## config.mk

```make
export PLATFORM = sky130hd
export DESIGN_NAME = shell_cmd_engine
export DESIGN_NICKNAME = d
export VERILOG_FILES = /design/src/rtl/shell_pkg.sv /design/src/rtl/shell_tx_serializer.sv /design/src/rtl/shell_cmd_engine.sv
export SDC_FILE = /design/constraint.sdc
export NUM_CORES = 1
export LEC_CHECK = 0
export ABC_AREA = 0
export CELL_PAD_IN_SITES_DETAIL_PLACEMENT = 1
export CELL_PAD_IN_SITES_GLOBAL_PLACEMENT = 1
export CORE_MARGIN = 1.5
export CORE_UTILIZATION = 50
export CTS_CLUSTER_SIZE = 28
export DETAILED_ROUTE_END_ITERATION = 7
export PLACE_DENSITY = 0.95
export SETUP_SLACK_MARGIN = 0.5
export SKIP_LAST_GASP = 1
export SYNTH_ARGS = -nofsm -noshare
export SYNTH_HDL_FRONTEND = slang
export SYNTH_SLANG_ARGS = --single-unit
```

## constraint.sdc

```tcl
create_clock -name CLK -period 4.4 [get_ports CLK]
set_clock_uncertainty 0.15 [all_clocks]
set_input_delay 0.88 -clock CLK [delete_from_list [all_inputs] [get_ports CLK]]
set_output_delay 0.88 -clock CLK [all_outputs]
set_load 0.01 [all_outputs]
```

## src/rtl/shell_pkg.sv

```systemverilog
// Shared types, ASCII constants and hex helpers for the UART command shell.
// The reply-kind enum tells LOAD which text to build for the TX serializer.
package shell_pkg;

    typedef enum logic [2:0] {
        ST_LINE  = 3'd0,
        ST_PARSE = 3'd1,
        ST_BUS   = 3'd2,
        ST_LOAD  = 3'd3,
        ST_SEND  = 3'd4
    } state_e;

    typedef enum logic [2:0] {
        RSP_READ = 3'd0,
        RSP_OK   = 3'd1,
        RSP_RUN  = 3'd2,
        RSP_HALT = 3'd3,
        RSP_ERR  = 3'd4,
        RSP_TMO  = 3'd5
    } rsp_e;

    localparam logic [7:0] CH_CR = 8'h0D;
    localparam logic [7:0] CH_LF = 8'h0A;
    localparam logic [7:0] CH_BS = 8'h08;
    localparam logic [7:0] CH_SP = 8'h20;

    localparam logic [7:0] CMD_READ   = 8'h72; // 'r'
    localparam logic [7:0] CMD_WRITE  = 8'h77; // 'w'
    localparam logic [7:0] CMD_ROM_RD = 8'h64; // 'd'
    localparam logic [7:0] CMD_ROM_WR = 8'h72; // 'r'
    localparam logic [7:0] CMD_RAM    = 8'h6D; // 'm'
    localparam logic [7:0] CMD_GO     = 8'h67; // 'g'
    localparam logic [7:0] CMD_HALT   = 8'h68; // 'h'

    // Returns {valid, nibble}; valid is 0 for anything outside 0-9, a-f, A-F.
    function automatic logic [4:0] hex_decode(input logic [7:0] c);
        logic [7:0] t;
        logic       v;
        t = 8'h00;
        v = 1'b1;
        if (c >= 8'h30 && c <= 8'h39) begin
            t = c - 8'h30;
        end else if (c >= 8'h61 && c <= 8'h66) begin
            t = c - 8'h57;
        end else if (c >= 8'h41 && c <= 8'h46) begin
            t = c - 8'h37;
        end else begin
            v = 1'b0;
        end
        return {v, t[3:0]};
    endfunction

    function automatic logic [3:0] hex_to_nibble(input logic [7:0] c);
        logic [4:0] r;
        r = hex_decode(c);
        return r[3:0];
    endfunction

    function automatic logic [7:0] nibble_to_hex(input logic [3:0] n);
        return (n < 4'd10) ? (8'h30 + {4'h0, n}) : (8'h37 + {4'h0, n});
    endfunction

endpackage

```

## src/rtl/shell_tx_serializer.sv

```systemverilog
// Reply buffer plus ready/valid byte streamer; byte 0 of data_i goes out first.
// done_o is high in the cycle of the final handshake.
module shell_tx_serializer #(
    parameter int NBYTES = 7,
    parameter int LEN_W  = 3
) (
    input  logic                CLK,
    input  logic                RST,
    input  logic                load_i,
    input  logic [LEN_W-1:0]    len_i,
    input  logic [NBYTES*8-1:0] data_i,
    output logic                tx_valid_o,
    output logic [7:0]          tx_byte_o,
    input  logic                tx_ready_i,
    output logic                done_o
);

    logic [NBYTES*8-1:0] reply_q;
    logic [LEN_W-1:0]    len_q;
    logic [LEN_W-1:0]    idx_q;
    logic                valid_q;
    logic                last;

    assign last       = (idx_q + LEN_W'(1)) == len_q;
    assign done_o     = valid_q & tx_ready_i & last;
    assign tx_valid_o = valid_q;
    // Byte comes straight from registers, so it cannot move while stalled.
    assign tx_byte_o  = reply_q[int'(idx_q)*8 +: 8];

    always_ff @(posedge CLK) begin
        if (RST) begin
            reply_q <= '0;
            len_q   <= '0;
            idx_q   <= '0;
            valid_q <= 1'b0;
        end else if (load_i) begin
            reply_q <= data_i;
            len_q   <= len_i;
            idx_q   <= '0;
            valid_q <= (len_i != '0);
        end else if (valid_q && tx_ready_i) begin
            if (last) begin
                valid_q <= 1'b0;
            end else begin
                idx_q <= idx_q + LEN_W'(1);
            end
        end
    end

endmodule

```

## src/rtl/shell_cmd_engine.sv

```systemverilog
// UART command interpreter: assembles CR-terminated lines, runs rd/rm/wr/wm
// bus accesses or g/h run control, and streams an ASCII reply.
module shell_cmd_engine
    import shell_pkg::*;
#(
    parameter int ADDR_W      = 16,
    parameter int DATA_W      = 16,
    parameter int LINE_MAX    = 16,
    parameter int BUS_TIMEOUT = 255
) (
    input  logic              CLK,
    input  logic              RST,
    input  logic              i_rx_valid,
    input  logic [7:0]        i_rx_byte,
    output logic              o_tx_valid,
    output logic [7:0]        o_tx_byte,
    input  logic              i_tx_ready,
    output logic              o_bus_req,
    output logic              o_bus_we,
    output logic              o_bus_space,
    output logic [ADDR_W-1:0] o_bus_addr,
    output logic [DATA_W-1:0] o_bus_wdata,
    input  logic              i_bus_ack,
    input  logic [DATA_W-1:0] i_bus_rdata,
    output logic              o_running,
    output logic              o_busy,
    output logic [2:0]        o_dbg_state
);

    localparam int A         = ADDR_W / 4;
    localparam int D         = DATA_W / 4;
    localparam int IDX_W     = $clog2(LINE_MAX + 1);
    localparam int BUF_AW    = $clog2(LINE_MAX);
    localparam int TMO_W     = $clog2(BUS_TIMEOUT + 1);
    localparam int REPLY_MAX = (D + 3 > 7) ? D + 3 : 7;
    localparam int RLEN_W    = $clog2(REPLY_MAX + 1);

    localparam logic [IDX_W-1:0] LEN_RD   = IDX_W'(3 + A);
    localparam logic [IDX_W-1:0] LEN_WR   = IDX_W'(4 + A + D);
    localparam logic [IDX_W-1:0] IDX_FULL = IDX_W'(LINE_MAX);
    localparam logic [TMO_W-1:0] TMO_LAST = TMO_W'(BUS_TIMEOUT - 1);

    state_e              state_q;
    rsp_e                rsp_q;
    logic [7:0]          line_q [LINE_MAX];
    logic [IDX_W-1:0]    idx_q;
    logic [IDX_W-1:0]    len_q;
    logic                ovf_q;
    logic                running_q;
    logic                req_q;
    logic                we_q;
    logic                space_q;
    logic [ADDR_W-1:0]   addr_q;
    logic [DATA_W-1:0]   wdata_q;
    logic [DATA_W-1:0]   rdata_q;
    logic [TMO_W-1:0]    tmo_q;

    logic                  addr_hex, data_hex;
    logic [4:0]            hx;
    logic [ADDR_W-1:0]     p_addr;
    logic [DATA_W-1:0]     p_data;
    logic                  is_rd, is_wr, is_go, is_halt, p_space;
    logic [REPLY_MAX*8-1:0] reply_d;
    logic [RLEN_W-1:0]     reply_len_d;
    logic                  tx_done;

    // Field decode; fixed positions, so only len and separators select the command.
    always_comb begin
        addr_hex = 1'b1;
        data_hex = 1'b1;
        p_addr   = '0;
        p_data   = '0;
        hx       = '0;
        for (int i = 0; i < A; i++) begin
            hx = hex_decode(line_q[3 + i]);
            addr_hex = addr_hex & hx[4];
            p_addr[ADDR_W - 1 - 4*i -: 4] = hx[3:0];
        end
        for (int i = 0; i < D; i++) begin
            hx = hex_decode(line_q[4 + A + i]);
            data_hex = data_hex & hx[4];
            p_data[DATA_W - 1 - 4*i -: 4] = hx[3:0];
        end
    end

    assign p_space = (line_q[1] == CMD_RAM);
    assign is_rd   = (line_q[0] == CMD_READ) && (line_q[1] == CMD_ROM_RD || p_space)
                     && (len_q == LEN_RD) && (line_q[2] == CH_SP) && addr_hex;
    assign is_wr   = (line_q[0] == CMD_WRITE) && (line_q[1] == CMD_ROM_WR || p_space)
                     && (len_q == LEN_WR) && (line_q[2] == CH_SP)
                     && (line_q[3 + A] == CH_SP) && addr_hex && data_hex;
    assign is_go   = (len_q == IDX_W'(1)) && (line_q[0] == CMD_GO);
    assign is_halt = (len_q == IDX_W'(1)) && (line_q[0] == CMD_HALT);

    always_comb begin
        reply_d       = '0;
        reply_len_d   = '0;
        reply_d[7:0]  = CH_LF;
        case (rsp_q)
            RSP_READ: begin
                for (int i = 0; i < D; i++) begin
                    reply_d[(1 + i)*8 +: 8] = nibble_to_hex(rdata_q[DATA_W - 1 - 4*i -: 4]);
                end
                reply_d[(1 + D)*8 +: 8] = CH_CR;
                reply_d[(2 + D)*8 +: 8] = CH_LF;
                reply_len_d = RLEN_W'(D + 3);
            end
            RSP_OK: begin
                reply_d[39:8] = {CH_LF, CH_CR, 8'h6B, 8'h6F};
                reply_len_d   = RLEN_W'(5);
            end
            RSP_RUN: begin
                reply_d[47:8] = {CH_LF, CH_CR, 8'h6E, 8'h75, 8'h72};
                reply_len_d   = RLEN_W'(6);
            end
            RSP_HALT: begin
                reply_d[55:8] = {CH_LF, CH_CR, 8'h74, 8'h6C, 8'h61, 8'h68};
                reply_len_d   = RLEN_W'(7);
            end
            RSP_TMO: begin
                reply_d[31:8] = {CH_LF, CH_CR, 8'h21};
                reply_len_d   = RLEN_W'(4);
            end
            default: begin
                reply_d[31:8] = {CH_LF, CH_CR, 8'h3F};
                reply_len_d   = RLEN_W'(4);
            end
        endcase
    end

    always_ff @(posedge CLK) begin
        if (RST) begin
            state_q   <= ST_LINE;
            rsp_q     <= RSP_ERR;
            idx_q     <= '0;
            len_q     <= '0;
            ovf_q     <= 1'b0;
            running_q <= 1'b0;
            req_q     <= 1'b0;
            we_q      <= 1'b0;
            space_q   <= 1'b0;
            addr_q    <= '0;
            wdata_q   <= '0;
            rdata_q   <= '0;
            tmo_q     <= '0;
        end else begin
            case (state_q)
                ST_LINE: begin
                    if (i_rx_valid) begin
                        if (i_rx_byte == CH_CR) begin
                            len_q   <= idx_q;
                            idx_q   <= '0;
                            state_q <= ST_PARSE;
                        end else if (i_rx_byte == CH_BS) begin
                            if (idx_q != '0) idx_q <= idx_q - IDX_W'(1);
                        end else if (idx_q == IDX_FULL) begin
                            ovf_q <= 1'b1;
                        end else begin
                            line_q[idx_q[BUF_AW-1:0]] <= i_rx_byte;
                            idx_q <= idx_q + IDX_W'(1);
                        end
                    end
                end
                ST_PARSE: begin
                    ovf_q   <= 1'b0;
                    rsp_q   <= RSP_ERR;
                    state_q <= ST_LOAD;
                    if (!ovf_q) begin
                        if ((is_rd || is_wr) && !running_q) begin
                            state_q <= ST_BUS;
                            req_q   <= 1'b1;
                            we_q    <= is_wr;
                            space_q <= p_space;
                            addr_q  <= p_addr;
                            wdata_q <= is_wr ? p_data : '0;
                            tmo_q   <= '0;
                        end else if (is_go) begin
                            running_q <= 1'b1;
                            rsp_q     <= RSP_RUN;
                        end else if (is_halt) begin
                            running_q <= 1'b0;
                            rsp_q     <= RSP_HALT;
                        end
                    end
                end
                ST_BUS: begin
                    // Ack is checked first so an ack on the expiry cycle wins.
                    if (i_bus_ack) begin
                        req_q   <= 1'b0;
                        rsp_q   <= we_q ? RSP_OK : RSP_READ;
                        state_q <= ST_LOAD;
                        if (!we_q) rdata_q <= i_bus_rdata;
                    end else if (tmo_q == TMO_LAST) begin
                        req_q   <= 1'b0;
                        rsp_q   <= RSP_TMO;
                        state_q <= ST_LOAD;
                    end else begin
                        tmo_q <= tmo_q + TMO_W'(1);
                    end
                end
                ST_LOAD: state_q <= ST_SEND;
                ST_SEND: if (tx_done) state_q <= ST_LINE;
                default: state_q <= ST_LINE;
            endcase
        end
    end

    shell_tx_serializer #(
        .NBYTES (REPLY_MAX),
        .LEN_W  (RLEN_W)
    ) u_tx (
        .CLK        (CLK),
        .RST        (RST),
        .load_i     (state_q == ST_LOAD),
        .len_i      (reply_len_d),
        .data_i     (reply_d),
        .tx_valid_o (o_tx_valid),
        .tx_byte_o  (o_tx_byte),
        .tx_ready_i (i_tx_ready),
        .done_o     (tx_done)
    );

    assign o_bus_req   = req_q;
    assign o_bus_we    = we_q;
    assign o_bus_space = space_q;
    assign o_bus_addr  = addr_q;
    assign o_bus_wdata = wdata_q;
    assign o_running   = running_q;
    assign o_busy      = (state_q != ST_LINE);
    assign o_dbg_state = state_q;

endmodule

```

==> metrics.txt, run 1 <==
Core ar. 19400 um2; detailed placement HPWL 20.3 mm; die area 20600 um2; Worst Setup Start Kind flip-flop; Gate Count Post-Synth 985; register area share after synthesis 52.7%; initial antenna violation count 0; TritonCTS Buffers 23; pin count of the biggest net entering global routing 100; filler cell count 2107; Layout area overhead 17.8%; clk slew on worst S/H paths 0.06 ns; Max IR drop VDD 0.291 mV; Synth Flop Type dfxtp_1; syn nets 1049; WL per Instance 23.4 um; Post-CTS Hold Buffers 0; WP data arrival 3.86 ns; r2r setup slk 0.78 ns; CTS sink count 212; worst setup margin 0.782 ns; Hold Crit Class flip-flop to flip-flop; count leader, synth dfxtp_1; sw frac 23.6%; Final Cycle Share 82.2%; Pint 3.17 mW; crit path to o_bus_wdata[6]$_SDFFE_PP0P_; Post-synth EDFFs 96; Total GRT Usage 30.8%; Syn. warnings 0; Die W 144 um; Worst Setup SP line_q[11][1]$_DFFE_PP_; DRT Pass-1 Iters 5; top-area cell type share of the netlist area 29.2%; TritonCTS clock tree built; global-route wire length before repair 48.8 mm; Vias 8418; post-synth top area cell edfxtp_1; kind of critical path flip-flop to flip-flop; Leak 4.03 nW; crit path time final 3.62 ns; R2R Path End o_bus_wdata[6]$_SDFFE_PP0P_; GRT overflow 0; Starting Density 50.9%; Async SR Flop Fraction 0%; setup_tns 0 ns; synthesized area per cell 10.0 um2; Final setup viols 0; Yosys cell types 72; power density over cell area 357 nW/um2; Port Buf Inserts 76; Max Fclk 276 MHz; RSZ-0062 raised after global routing no; nets 1124; CTS-repair resized insts 0; Reg area 5200 um2; largest cells by area after synthesis edfxtp_1 (29%), dfxtp_1 (24%), a21oi_1 (4.6%); Setup WS pre-CTS 0.750 ns; clk buf depth 3; R2R depth 8; Post-Syn Area 9880 um2; die height 144 um; hold_ws 0.304 ns; area of the multi-input gates 4370 um2; Worst EP required 4.64 ns; vias in the first global route 8785; Total Wirelength 31.5 mm; DRT antenna net count 0; Fin. Hold Viols 0; clock share of power 43.6%; sequential share of power 51.0%; Reg-to-Reg Start line_q[11][1]$_DFFE_PP_; share of layout cells above drive strength 1 6.31%; Post-synth top cells dfxtp_1 (116), nand2_1 (99), edfxtp_1 (96), nor2_1 (96), a21oi_1 (90); Seq cells post-synth 212; io pins 78; Antenna Cells 0; Worst Setup End Kind flip-flop; Rel. slew slack 28.3%; RePlAce Congestion 0.840; Comb pwr share 5.4%; H-tree level count 1; DR DRC count 0; num rows 51; outcome complete, no violations; Via density 6.27; Root Buffer clkbuf_16; Psw 978 uW; Post-CTS Setup Inserts 0; initial DRC count 760; later-pin clock latency in the skew report 0.52 ns; Slew @ Worst Pin 1.08 ns; Util after Layout 60.0%; Worst Path Max Fanout 17; Slew Viols, Final 0; max-cap violations 0
[metal layers]
layer  routed length [um]  part of all wire [%]  track usage (%)  vias up
met1                12100                    38             36.2     4188
met3                 1890                   6.0             4.30      105
li1                     -                     -                -     3763
met4                 1180                   3.7             14.0        0
met2                16300                    52             55.6      362
met5                    0                     0                0        -
[power groups by stage]
| stage | clock network [mW] | registers, mW | logic (mW) |
|---|---|---|---|
| after global placement | 0 | 2.15 | 0.200 |
| after floorplan | 0 | 2.14 | 0.119 |
| after global routing | 1.90 | 2.12 | 0.239 |
| final | 1.81 | 2.12 | 0.223 |
| after detailed placement | 0 | 2.16 | 0.215 |
| after CTS | 1.83 | 2.12 | 0.220 |
[sequential cells by signal, summed over array words and instances, names as in the netlist, 2 cells and up]
signal        cells
o_bus_wdata      16
rdata_q          16
tmo_q             8
line_q           96
idx_q             5
rsp_q             3
o_bus_addr       16
len_q             5
u_tx.idx_q        3
o_dbg_state       3
u_tx.len_q        2
u_tx.reply_q     33
[worst max-delay path: stages (launching register included)]
cell       delay, ns
edfxtp_1        0.48
inv_1           0.14
ha_1            0.21
o21bai_1        0.11
a2111oi_2       0.70
o22ai_1         0.33
nor3_2          0.32
nand4_2         0.49
o32ai_1         0.55
[cell families (layout without fill, tap and decap cells)]
family	Yosys count	in the layout	share of synthesized area, %
multiplexers	30	30	3.36
adder cells (fa/ha/maj)	35	35	4.51
buffers and inverters	84	176	3.26
AO/OA/AOI/OAI	238	238	15.4
other	1	1	0.0380
AND/OR/NAND/NOR	366	366	19.1
flip-flops	212	212	52.7
XOR/XNOR	19	19	1.69
[cell type report]
type	count	area share [%]
Clock buffer	36	5.55
Timing Repair Buffer	95	7.75
Inverter	39	1.26
Multi-Input combinational cell	689	37.5
Sequential cell	212	44.8
Tap cell	265	2.85
Clock inverter	6	0.301
[worst min path at each step]
| stage | cells past startpoint | endpoint | startpoint |
|---|---|---|---|
| after floorplan | 2 | u_tx.reply_q[21]$_SDFFE_PP0P_ | u_tx.reply_q[21]$_SDFFE_PP0P_ |
| after global placement | 2 | u_tx.reply_q[28]$_SDFFE_PP0P_ | u_tx.reply_q[28]$_SDFFE_PP0P_ |
| after detailed placement | 2 | u_tx.reply_q[17]$_SDFFE_PP0P_ | u_tx.reply_q[17]$_SDFFE_PP0P_ |
| after CTS | 2 | u_tx.reply_q[17]$_SDFFE_PP0P_ | u_tx.reply_q[17]$_SDFFE_PP0P_ |
| after global routing | 2 | u_tx.reply_q[14]$_SDFFE_PP0P_ | u_tx.reply_q[14]$_SDFFE_PP0P_ |
| final | 2 | u_tx.reply_q[17]$_SDFFE_PP0P_ | u_tx.reply_q[17]$_SDFFE_PP0P_ |
[placed cells by master, fill, tap and decap left out, types with 23 or more instances in the layout]
cell / count
edfxtp_1: 96
inv_1: 39
nor3_1: 29
nor2_1: 96
o21ai_0: 36
a21oi_1: 90
nand2b_1: 24
ha_1: 34
mux2i_1: 23
clkdlybuf4s50_1: 75
nand2_1: 99
dfxtp_1: 116
clkbuf_16: 24
[stage by stage]
stage	total power [mW]	instance area (um2)	instances
2_1_floorplan	2.26	9880	985
3_3_place_gp	2.35	10900	1300
3_5_place_dp	2.37	10900	1300
4_1_cts	4.16	11600	1342
5_1_grt	4.26	11600	1342
6_report	4.15	11600	1342
(Power assumes the default switching activity.)
==> run 2, diff against run 1 <==
Settings changed: CORE_UTILIZATION 50 to 46, PLACE_DENSITY 0.95 to 0.92.
Clock period 4.4 ns to 3.33 ns, I/O delays scaled along.
==> run 2 against run 1 <==
Highest routed layer is now met5. Utilization barely moved. Largest cell class unchanged. Count of clock-buffer cells in the layout decreased by 2. Register-to-register slack worse by 0.58 ns.
==> metrics.txt, run 2 (same netlist as run 1, synthesis figures left out) <==
Worst Setup Start Kind flip-flop; WP data arrival 3.35 ns; clk buf depth 3; Max IR drop VDD 0.428 mV; most common cell after layout, fill and taps aside dfxtp_1; Core ar. 21000 um2; TritonCTS Buffers 23; die height 150 um; Die W 150 um; nets 1179; CTS sink count 212; outcome complete, no violations; vias in the first global route 9266; commonest cells after routing, fill and taps aside dfxtp_1 (112), nand2_1 (98), edfxtp_1 (96), nor2_1 (92), a21oi_1 (81); Layout area overhead 27.7%; later-pin clock latency in the skew report 0.52 ns; TritonCTS clock tree built; final std cells w/o fill 1406; max reg flops 96; slowest CP cell o311ai_0; crit path time final 3.13 ns; Slew @ Worst Pin 1.10 ns; most used cell, CP inv_1; Starting Density 47.0%; initial antenna violation count 1; H-tree level count 1; placed insts 1327; Crit path largest cell delay 0.90 ns; RePlAce Congestion 0.829; Slew Viols, Final 0; Critical Path, Cell by Cell inv_1, ha_1, inv_1, o311ai_0, nand2b_1, nand4_4, clkbuf_16, a21oi_1; GRT overflow 0; share of layout cells above drive strength 1 16.2%; RSZ-0062 raised after global routing yes; global-route wire length before repair 53.2 mm; Worst Setup End Kind flip-flop; Placement Cell Area 11100 um2; Root Buffer clkbuf_16; Max Fclk 320 MHz; DR DRC count 0; num rows 53; Worst Path Max Fanout 8; DRT Pass-1 Iters 5; Hold Crit Class flip-flop to flip-flop; WL per Instance 28.1 um; clk slew on worst S/H paths 0.07 ns; Post-CTS Hold Buffers 0; initial DRC count 971; R2R depth 8; DRT antenna net count 0; filler cell count 2210; Antenna Cells 0; power density over cell area 450 nW/um2; hold depth 2; detailed placement HPWL 20.5 mm; Rel. slew slack 25.9%; final instance area 12600 um2; hold_ws 0.310 ns; io pins 78; max-cap violations 0; Fin. Hold Viols 0; Final Cycle Share 94.0%; pin count of the biggest net entering global routing 127; die area 22400 um2; Total Wirelength 39.4 mm; Leak 4.49 nW; Vias 9170; Port Buf Inserts 76; Total GRT Usage 31.1%; kind of critical path flip-flop to flip-flop; Final setup viols 0; Via density 6.52; Worst EP required 3.55 ns
==> run 2: cell count changes in the layout (fill, tap and decap cells not counted), sizes merged <==
cell,delta
clkinv,+1
inv,-1
clkbuf,-1
buf,+54
dlygate4sd2,+7
clkdlybuf4s50,-7
clkinvlp,+1
==> run 2: metrics by stage <==
step | TNS [ns] | util, % | setup WS (ns) | power (mW)
finish | 0 | 60.0 | 0.201 | 5.67
global route | 0 | 60.0 | 0.168 | 5.79
CTS | 0 | 58.2 | 0.418 | 5.58
detailed placement | -0.00939 | 52.8 | -0.00593 | 3.15
global placement | 0 | 52.8 | 0.148 | 3.13
floorplan | 0 | - | 0.541 | 2.98
==> run 2: per-layer routing <==
metal  vias up  part of all wire, %  GRT usage [%]
met5         -                0.033              0
met4         2                  6.7           15.0
met3       201                  7.0           4.85
met2       580                   49           54.9
met1      4521                   37           36.9
li1       3866                    -              -
==> run 2: critical path: cells and delay by family (launching register included) <==
family,cells,cell delay (ns)
AOI/OAI and AO/OA,2,1.00
DFF,1,0.47
and+or+nand+nor,2,0.71
adders and majority gates,1,0.20
buffers and inverters,3,0.45
==> run 2: final timing paths <==
kind / startpoint / slack [ns] / end
hold / removal: u_tx.reply_q[41]$_SDFFE_PP0P_ / 0.31 / u_tx.reply_q[41]$_SDFFE_PP0P_
setup / recovery: line_q[3][1]$_DFFE_PP_ / 0.20 / o_bus_we$_SDFFE_PP0P_
setup reg to reg: line_q[3][1]$_DFFE_PP_ / 0.20 / o_bus_we$_SDFFE_PP0P_
hold reg to reg: u_tx.reply_q[41]$_SDFFE_PP0P_ / 0.31 / u_tx.reply_q[41]$_SDFFE_PP0P_
==> run 2: timing repair <==
| action | CTS | global route |
|---|---|---|
| gates cloned | 1 | 1 |
| resized for setup | 61 | 40 |
| pin swaps | 15 | 18 |
| setup buffers | 16 | 20 |
| endpoints found under the setup margin | 51 | 55 |
==> run 2: cell type report <==
type	instances	area (um2)	area share (%)
Clock buffer	34	678	5.38
Clock inverter	7	35.0	0.278
Inverter	39	146	1.16
Multi-Input combinational cell	689	4770	37.9
Sequential cell	212	5220	41.4
Tap cell	275	344	2.73
Timing Repair Buffer	150	1420	11.2
==> run 2: report_power, final <==
part,switching (mW),internal [mW]
Combinational,0.216,0.118
Sequential,0.0521,2.75
Clock,1.13,1.41
